===== src/rtl/tlc_output_monitor.sv =====
// tlc_output_monitor: observes the traffic-light outputs, decodes the countdown and flags protocol errors
module tlc_output_monitor #(
    parameter int unsigned TICK_DIV = 100_000_000,
    parameter int unsigned RED_S    = 9,
    parameter int unsigned GREEN_S  = 7,
    parameter int unsigned YELLOW_S = 3,
    parameter int unsigned TOL_CYC  = 4
) (
    input  logic        clk,
    input  logic        reset,
    input  logic        red_led,
    input  logic        green_led,
    input  logic        yellow_led,
    input  logic [6:0]  seg,
    input  logic        clear,
    output logic [1:0]  phase,
    output logic [3:0]  digit,
    output logic        digit_valid,
    output logic        phase_done,
    output logic [31:0] last_dur,
    output logic        err_combo,
    output logic        err_order,
    output logic        err_seg,
    output logic        err_count,
    output logic        err_dur,
    output logic        err_any
);
    localparam logic [1:0] S_OFF    = 2'd0;
    localparam logic [1:0] S_RED    = 2'd1;
    localparam logic [1:0] S_GREEN  = 2'd2;
    localparam logic [1:0] S_YELLOW = 2'd3;
    localparam logic [39:0] RED_EXP    = 40'(RED_S) * 40'(TICK_DIV);
    localparam logic [39:0] GREEN_EXP  = 40'(GREEN_S) * 40'(TICK_DIV);
    localparam logic [39:0] YELLOW_EXP = 40'(YELLOW_S) * 40'(TICK_DIV);

    logic        r_red_q, r_grn_q, r_yel_q, r_clr_q;
    logic [6:0]  r_seg_q;
    logic [1:0]  r_phase;
    logic [31:0] r_cnt;
    logic [31:0] r_last;
    logic        r_done;
    logic [3:0]  r_digit;
    logic        r_dv;
    logic        r_ref;
    logic        r_err_combo, r_err_order, r_err_seg, r_err_count, r_err_dur;

    logic [1:0]  w_n_lit;
    logic        w_combo;
    logic [1:0]  w_obs;
    logic        w_change;
    logic        w_legal;
    logic        w_exit;
    logic [39:0] w_exp;
    logic [39:0] w_cnt40;
    logic [39:0] w_diff;
    logic        w_dur_bad;
    logic        w_seg_ok;
    logic [3:0]  w_seg_dig;
    logic        w_blank;
    logic        w_bad_seg;
    logic        w_count_bad;

    assign w_n_lit   = {1'b0, r_red_q} + {1'b0, r_grn_q} + {1'b0, r_yel_q};
    assign w_combo   = w_n_lit > 2'd1;
    assign w_obs     = r_red_q ? S_RED : r_grn_q ? S_GREEN : r_yel_q ? S_YELLOW : S_OFF;
    assign w_change  = !w_combo && (w_obs != r_phase);
    assign w_legal   = (w_obs == S_OFF) ||
                       (r_phase == S_OFF    && w_obs == S_RED)   ||
                       (r_phase == S_RED    && w_obs == S_GREEN) ||
                       (r_phase == S_GREEN  && w_obs == S_YELLOW) ||
                       (r_phase == S_YELLOW && w_obs == S_RED);
    // Leaving OFF is not the end of a real phase, so only lit-to-lit exits complete one
    assign w_exit    = w_change && (r_phase != S_OFF) && (w_obs != S_OFF);
    assign w_exp     = (r_phase == S_RED) ? RED_EXP : (r_phase == S_GREEN) ? GREEN_EXP : YELLOW_EXP;
    assign w_cnt40   = {8'd0, r_cnt};
    assign w_diff    = (w_cnt40 >= w_exp) ? (w_cnt40 - w_exp) : (w_exp - w_cnt40);
    assign w_dur_bad = w_exit && (w_diff > 40'(TOL_CYC));
    assign w_blank   = r_seg_q == 7'h00;
    assign w_bad_seg = !w_seg_ok && !w_blank;
    // A digit right after a phase entry or a blank has no reference to count down from
    assign w_count_bad = w_seg_ok && !w_change && r_ref &&
                         (w_seg_dig != r_digit) && (w_seg_dig != r_digit - 4'd1);

    // Seven-segment {g,f,e,d,c,b,a} to digit lookup
    always_comb begin
        w_seg_ok  = 1'b1;
        w_seg_dig = 4'd0;
        case (r_seg_q)
            7'h3F: w_seg_dig = 4'd0;
            7'h06: w_seg_dig = 4'd1;
            7'h5B: w_seg_dig = 4'd2;
            7'h4F: w_seg_dig = 4'd3;
            7'h66: w_seg_dig = 4'd4;
            7'h6D: w_seg_dig = 4'd5;
            7'h7D: w_seg_dig = 4'd6;
            7'h07: w_seg_dig = 4'd7;
            7'h7F: w_seg_dig = 4'd8;
            7'h6F: w_seg_dig = 4'd9;
            default: w_seg_ok = 1'b0;
        endcase
    end

    // Single register stage on every observed input
    always_ff @(posedge clk or negedge reset) begin
        if (!reset) begin
            r_red_q <= 1'b0;
            r_grn_q <= 1'b0;
            r_yel_q <= 1'b0;
            r_clr_q <= 1'b0;
            r_seg_q <= 7'h00;
        end else begin
            r_red_q <= red_led;
            r_grn_q <= green_led;
            r_yel_q <= yellow_led;
            r_clr_q <= clear;
            r_seg_q <= seg;
        end
    end

    // Phase tracking, saturating duration counter and completed-phase reporting
    always_ff @(posedge clk or negedge reset) begin
        if (!reset) begin
            r_phase <= S_OFF;
            r_cnt   <= 32'd0;
            r_last  <= 32'd0;
            r_done  <= 1'b0;
        end else begin
            r_phase <= w_change ? w_obs : r_phase;
            r_cnt   <= w_change ? 32'd1 : (&r_cnt) ? r_cnt : r_cnt + 32'd1;
            r_last  <= w_exit ? r_cnt : r_last;
            r_done  <= w_exit;
        end
    end

    // Digit capture and countdown reference tracking
    always_ff @(posedge clk or negedge reset) begin
        if (!reset) begin
            r_digit <= 4'd0;
            r_dv    <= 1'b0;
            r_ref   <= 1'b0;
        end else begin
            r_digit <= w_seg_ok ? w_seg_dig : r_digit;
            r_dv    <= w_seg_ok;
            r_ref   <= w_seg_ok ? 1'b1 : (w_blank || w_change) ? 1'b0 : r_ref;
        end
    end

    // Sticky error flags; a new error outranks a simultaneous clear
    always_ff @(posedge clk or negedge reset) begin
        if (!reset) begin
            r_err_combo <= 1'b0;
            r_err_order <= 1'b0;
            r_err_seg   <= 1'b0;
            r_err_count <= 1'b0;
            r_err_dur   <= 1'b0;
        end else begin
            r_err_combo <= (r_err_combo && !r_clr_q) || w_combo;
            r_err_order <= (r_err_order && !r_clr_q) || (w_change && !w_legal);
            r_err_seg   <= (r_err_seg && !r_clr_q) || w_bad_seg;
            r_err_count <= (r_err_count && !r_clr_q) || w_count_bad;
            r_err_dur   <= (r_err_dur && !r_clr_q) || w_dur_bad;
        end
    end

    assign phase       = r_phase;
    assign digit       = r_digit;
    assign digit_valid = r_dv;
    assign phase_done  = r_done;
    assign last_dur    = r_last;
    assign err_combo   = r_err_combo;
    assign err_order   = r_err_order;
    assign err_seg     = r_err_seg;
    assign err_count   = r_err_count;
    assign err_dur     = r_err_dur;
    assign err_any     = r_err_combo | r_err_order | r_err_seg | r_err_count | r_err_dur;
endmodule


===== config.mk =====
export PLATFORM = sky130hd
export DESIGN_NAME = tlc_output_monitor
export DESIGN_NICKNAME = d
export VERILOG_FILES = /design/src/rtl/tlc_output_monitor.sv
export SDC_FILE = /design/constraint.sdc
export NUM_CORES = 1
export LEC_CHECK = 0
export CORE_MARGIN = 1.5
export CORE_UTILIZATION = 42
export DETAILED_ROUTE_END_ITERATION = 8
export GPL_TIMING_DRIVEN = 0
export PLACE_DENSITY = 0.62
export SLEW_MARGIN = 20
export SYNTH_ARGS = -nofsm -noshare
export SYNTH_HDL_FRONTEND = slang
export SYNTH_SLANG_ARGS = --single-unit

===== constraint.sdc =====
create_clock -name clk -period 3.9 [get_ports clk]
set_input_delay 0.78 -clock clk [delete_from_list [all_inputs] [get_ports clk]]
set_output_delay 0.78 -clock clk [all_outputs]
set_load 0.005 [all_outputs]

==> metrics.md <==
| Metric | Value |
|---|---|
| Status | `completed` |
| Peak ir drop on the vdd network | `0.215 mV` |
| Initial antenna violation count | `0` |
| F_max | `257 MHz` |
| Met3 GRT Util | `3.44%` |
| Number of instances in the synthesized netlist | `827` |
| Remaining global-route overflow | `0` |
| GR peak layer | `met2` |
| Slew at the pin closest to its max-slew limit | `0.708 ns` |
| Core Region | `0.0158 mm2` |
| Reg-to-Reg Start | `phase[0]` |
| Quantity of I/O buffers inserted on ports | `58` |
| Final-report hold violation count | `0` |
| Total number of nets in the final design | `980` |
| Count of cell types in the netlist | `89` |
| Worst relative slew slack | `52.4%` |
| Overall power consumption | `0.00306 W` |
| Total DRC errors in the routed layout | `0` |
| Largest net degree at the start of global routing | `46` |
| Die outline width | `130 um` |
| Via-to-Cell Ratio | `5.77` |
| Antenna viol nets, final | `0` |
| Cell taking the most area after synthesis | `dfrtp_1` |
| Worst min path class | `in2async` |
| Setup clock skew after layout | `0.0122 ns` |
| Most instantiated cells after synthesis | `nand2_1 (125), dfrtp_1 (89), nor2_1 (71), o21ai_0 (56), inv_1 (44)` |
| Post-synth net total | `874` |
| Area growth from synthesis to layout | `27.8%` |
| Stage delay of the slowest cell on the critical path | `0.47 ns` |
| Number of global-route vias before repair | `6,267` |
| Area of the die | `0.0169 mm2` |
| First-pass iteration count of the detailed router | `5` |
| Cells after DPL | `1,102` |
| Count of inserted antenna diode cells | `0` |
| Cell repeated most along the worst path | `or2_4` |
| Setup tns final | `0 ns` |
| Effective utilization at floorplan | `42.8%` |
| Setup Crit Path Kind | `reg2reg` |
| Maximum number of buffers from clock root to sink | `2` |
| Cell with the biggest individual delay on the critical path | `dfrtp_2` |
| Met2 Track Usage GR | `40.2%` |
| Number of pins exceeding their max-slew limit in the final report | `0` |
| Async S/R FF share, synth | `100%` |
| Max-Cap Viols | `0` |
| Setup violation total in the final timing report | `0` |
| Share of the clock period used by the worst path | `99.6%` |
| Share of the synthesized area in the top cell type | `32.9%` |
| Type of destination of the critical path | `flip-flop` |
| Cell area after layout | `0.00866 mm2` |
| Power density relative to cell area | `353 mW/mm2` |
| Clock buffers created by TritonCTS | `9` |
| Endpoint arrival time on the critical path | `4.10 ns` |
| Clock sink count | `89` |
| Cell Area, Placed | `0.00765 mm2` |
| Post-synth EDFFs | `0` |
| Number of cells on the worst reg-to-reg path | `16` |
| Mean instance size in the synthesized netlist | `8.19 um2` |
| Synthesis warning total | `0` |
| GR Layer Usage met1 | `36.1%` |
| Leak pwr | `3.63 nW` |
| Total Routed Length | `21.5 mm` |
| Register clock-pin slew on the reported worst setup and hold paths | `0.07 ns` |
| Die span in y | `130 um` |
| Dpl hpwl | `15.8 mm` |
| Cell-by-cell listing of the critical path | `inv_4, ha_4, clkinvlp_4, buf_4, ha_1, buf_6, a21oi_2, o21ai_2, a211o_4, or2_4, or2_4, o21ai_0, nand4_1, or4_4, a2111oi_4, a31oi_1` |
| Post-cts hold buffer count | `0` |
| CTS tree | `built` |
| Number of DRC violations after detailed-routing iteration 0 | `576` |
| Clock latency at the later pin of the worst-skew pair | `0.34 ns` |
| Final worst path period need | `3.89 ns` |
| Kind of start point of the critical path | `flip-flop` |
| Predominant post-synthesis flop cell | `dfrtp_1` |
| Flop2flop setup slack | `0.01 ns` |
| Endpoint of the worst-slack reg-to-reg timing path | `err_dur` |
| Synthesis-stage register bit count | `89` |
| Number of fill cells | `1,498` |
| Gpl congestion | `0.956` |
| Via Count | `6,657` |
| Sequential-to-total area share from yosys stat | `32.9%` |
| H-Tree Depth | `3` |
| Share of post-route cells with drive strength above 1 | `16.6%` |
| Largest driver fanout on the critical path | `10` |
| Clk root buf | `clkbuf_16` |
| Required time of the critical path | `4.11 ns` |
| Final cell count without fillers | `1,154` |
| Leading post-synthesis cells by cell area | `dfrtp_1 (33%), nand2_1 (6.9%), ha_1 (6.1%)` |
| Number of rows in the core area | `46` |
| Cell with the most instances after synthesis | `nand2_1` |
| Overall routing resource usage | `26.0%` |
| Cell area after synthesis | `0.00678 mm2` |
| DR WL/cell | `18.7 um` |
| Wire length of the first global-routing pass | `33.8 mm` |
| Number of primary I/O pins | `59` |
## registers in the layout (all words and copies together) (netlist names)
signal / count
phase: 2
digit_valid: 1
r_yel_q: 1
err_combo: 1
err_order: 1
r_red_q: 1
digit: 4
err_seg: 1
r_ref: 1
r_clr_q: 1
r_cnt: 32
phase_done: 1
r_grn_q: 1
last_dur: 32
err_dur: 1
r_seg_q: 7
err_count: 1
## worst max-delay path: cells and delay by family (launching register included)
| family | cells | cell delay [ns] |
|---|---|---|
| buffers and inverters | 4 | 0.54 |
| adders and majority gates | 2 | 0.48 |
| DFF | 1 | 0.47 |
| AOI/OAI and AO/OA | 6 | 1.13 |
| and+or+nand+nor | 4 | 1.13 |
## worst max path at each step
stage,start,to,slack (ns),depth (start not counted)
finish,phase[0],err_dur,0.01,16
global route,phase[1],err_dur,-0.04,18
CTS,phase[1],err_dur,0.005,15
detailed placement,phase[0],err_dur,-1.05,15
global placement,reset,r_cnt[25],-1.38,1
floorplan,phase[1],err_dur,0.23,15
## cell usage in the layout (no fill, tap or decap), drive strengths merged, types with 4 or more instances in the layout
master	Yosys	routed
a2111oi	4	4
a211o	5	5
a211oi	5	5
a21o	11	11
a21oi	32	32
a311oi	4	4
a31oi	15	15
and2	8	8
and3	15	15
buf	21	59
clkbuf	29	39
clkdlybuf4s50	0	57
dfrtp	89	89
ha	33	33
inv	44	45
mux2i	7	7
nand2	125	125
nand2b	10	10
nand3	32	32
nand4	14	14
nor2	71	71
nor2b	10	10
nor3	20	20
nor4	8	8
o211ai	7	7
o21a	4	4
o21ai	63	63
o221ai	4	4
o22ai	4	4
o31ai	4	4
or2	4	4
or3	4	4
or4	4	4
xnor2	32	32
xor2	24	24
## final cells by class
cell class | count | area, um2 | area share [%]
Multi-Input combinational cell | 644 | 4500 | 52.0
Sequential cell | 89 | 2230 | 25.8
Timing Repair Buffer | 95 | 897 | 10.4
Buffer | 50 | 277 | 3.19
Tap cell | 216 | 270 | 3.12
Clock buffer | 10 | 229 | 2.65
Inverter | 44 | 178 | 2.05
Clock inverter | 6 | 72.6 | 0.838
## through the flow
stage	util (%)	hold WS [ns]	worst slack, ns
3_3_place_gp	48.2	0.463	-1.38
6_report	54.7	0.349	0.0149
3_5_place_dp	48.4	0.469	-1.05
2_1_floorplan	-	0.470	0.231
5_1_grt	54.7	0.382	-0.0358
4_1_cts	52.3	0.369	0.00495
## where the power goes
group	internal (W)	switching, W	total [W]
sequential	0.000982	0.0000604	0.00104
combinational	0.000470	0.000643	0.00111
clock	0.000506	0.000397	0.000903
total	0.00196	0.00110	0.00306
## routing by layer
layer  part of all wire, %  vias up
li1                      -     3156
met1                    45     3169
met2                    45      267
met3                   5.6       65
met4                   4.4        0
met5                     0        -
## timing repair
action	4_1_cts	5_1_grt
buffers inserted	14	22
setup endpoints to repair	1	1
pin swaps	6	31
gates resized for setup	44	49
## logic make-up after synthesis
| logic type | share of synthesized area, % |
|---|---|
| AND/OR/NAND/NOR | 25.5 |
| AO/OA/AOI/OAI | 20.8 |
| buffers and inverters | 6.09 |
| flip-flops | 32.9 |
| XOR/XNOR | 7.35 |
| adder cells (fa/ha/maj) | 6.39 |
| multiplexers | 1.03 |
No activity file was read; power rests on OpenSTA's default activity.
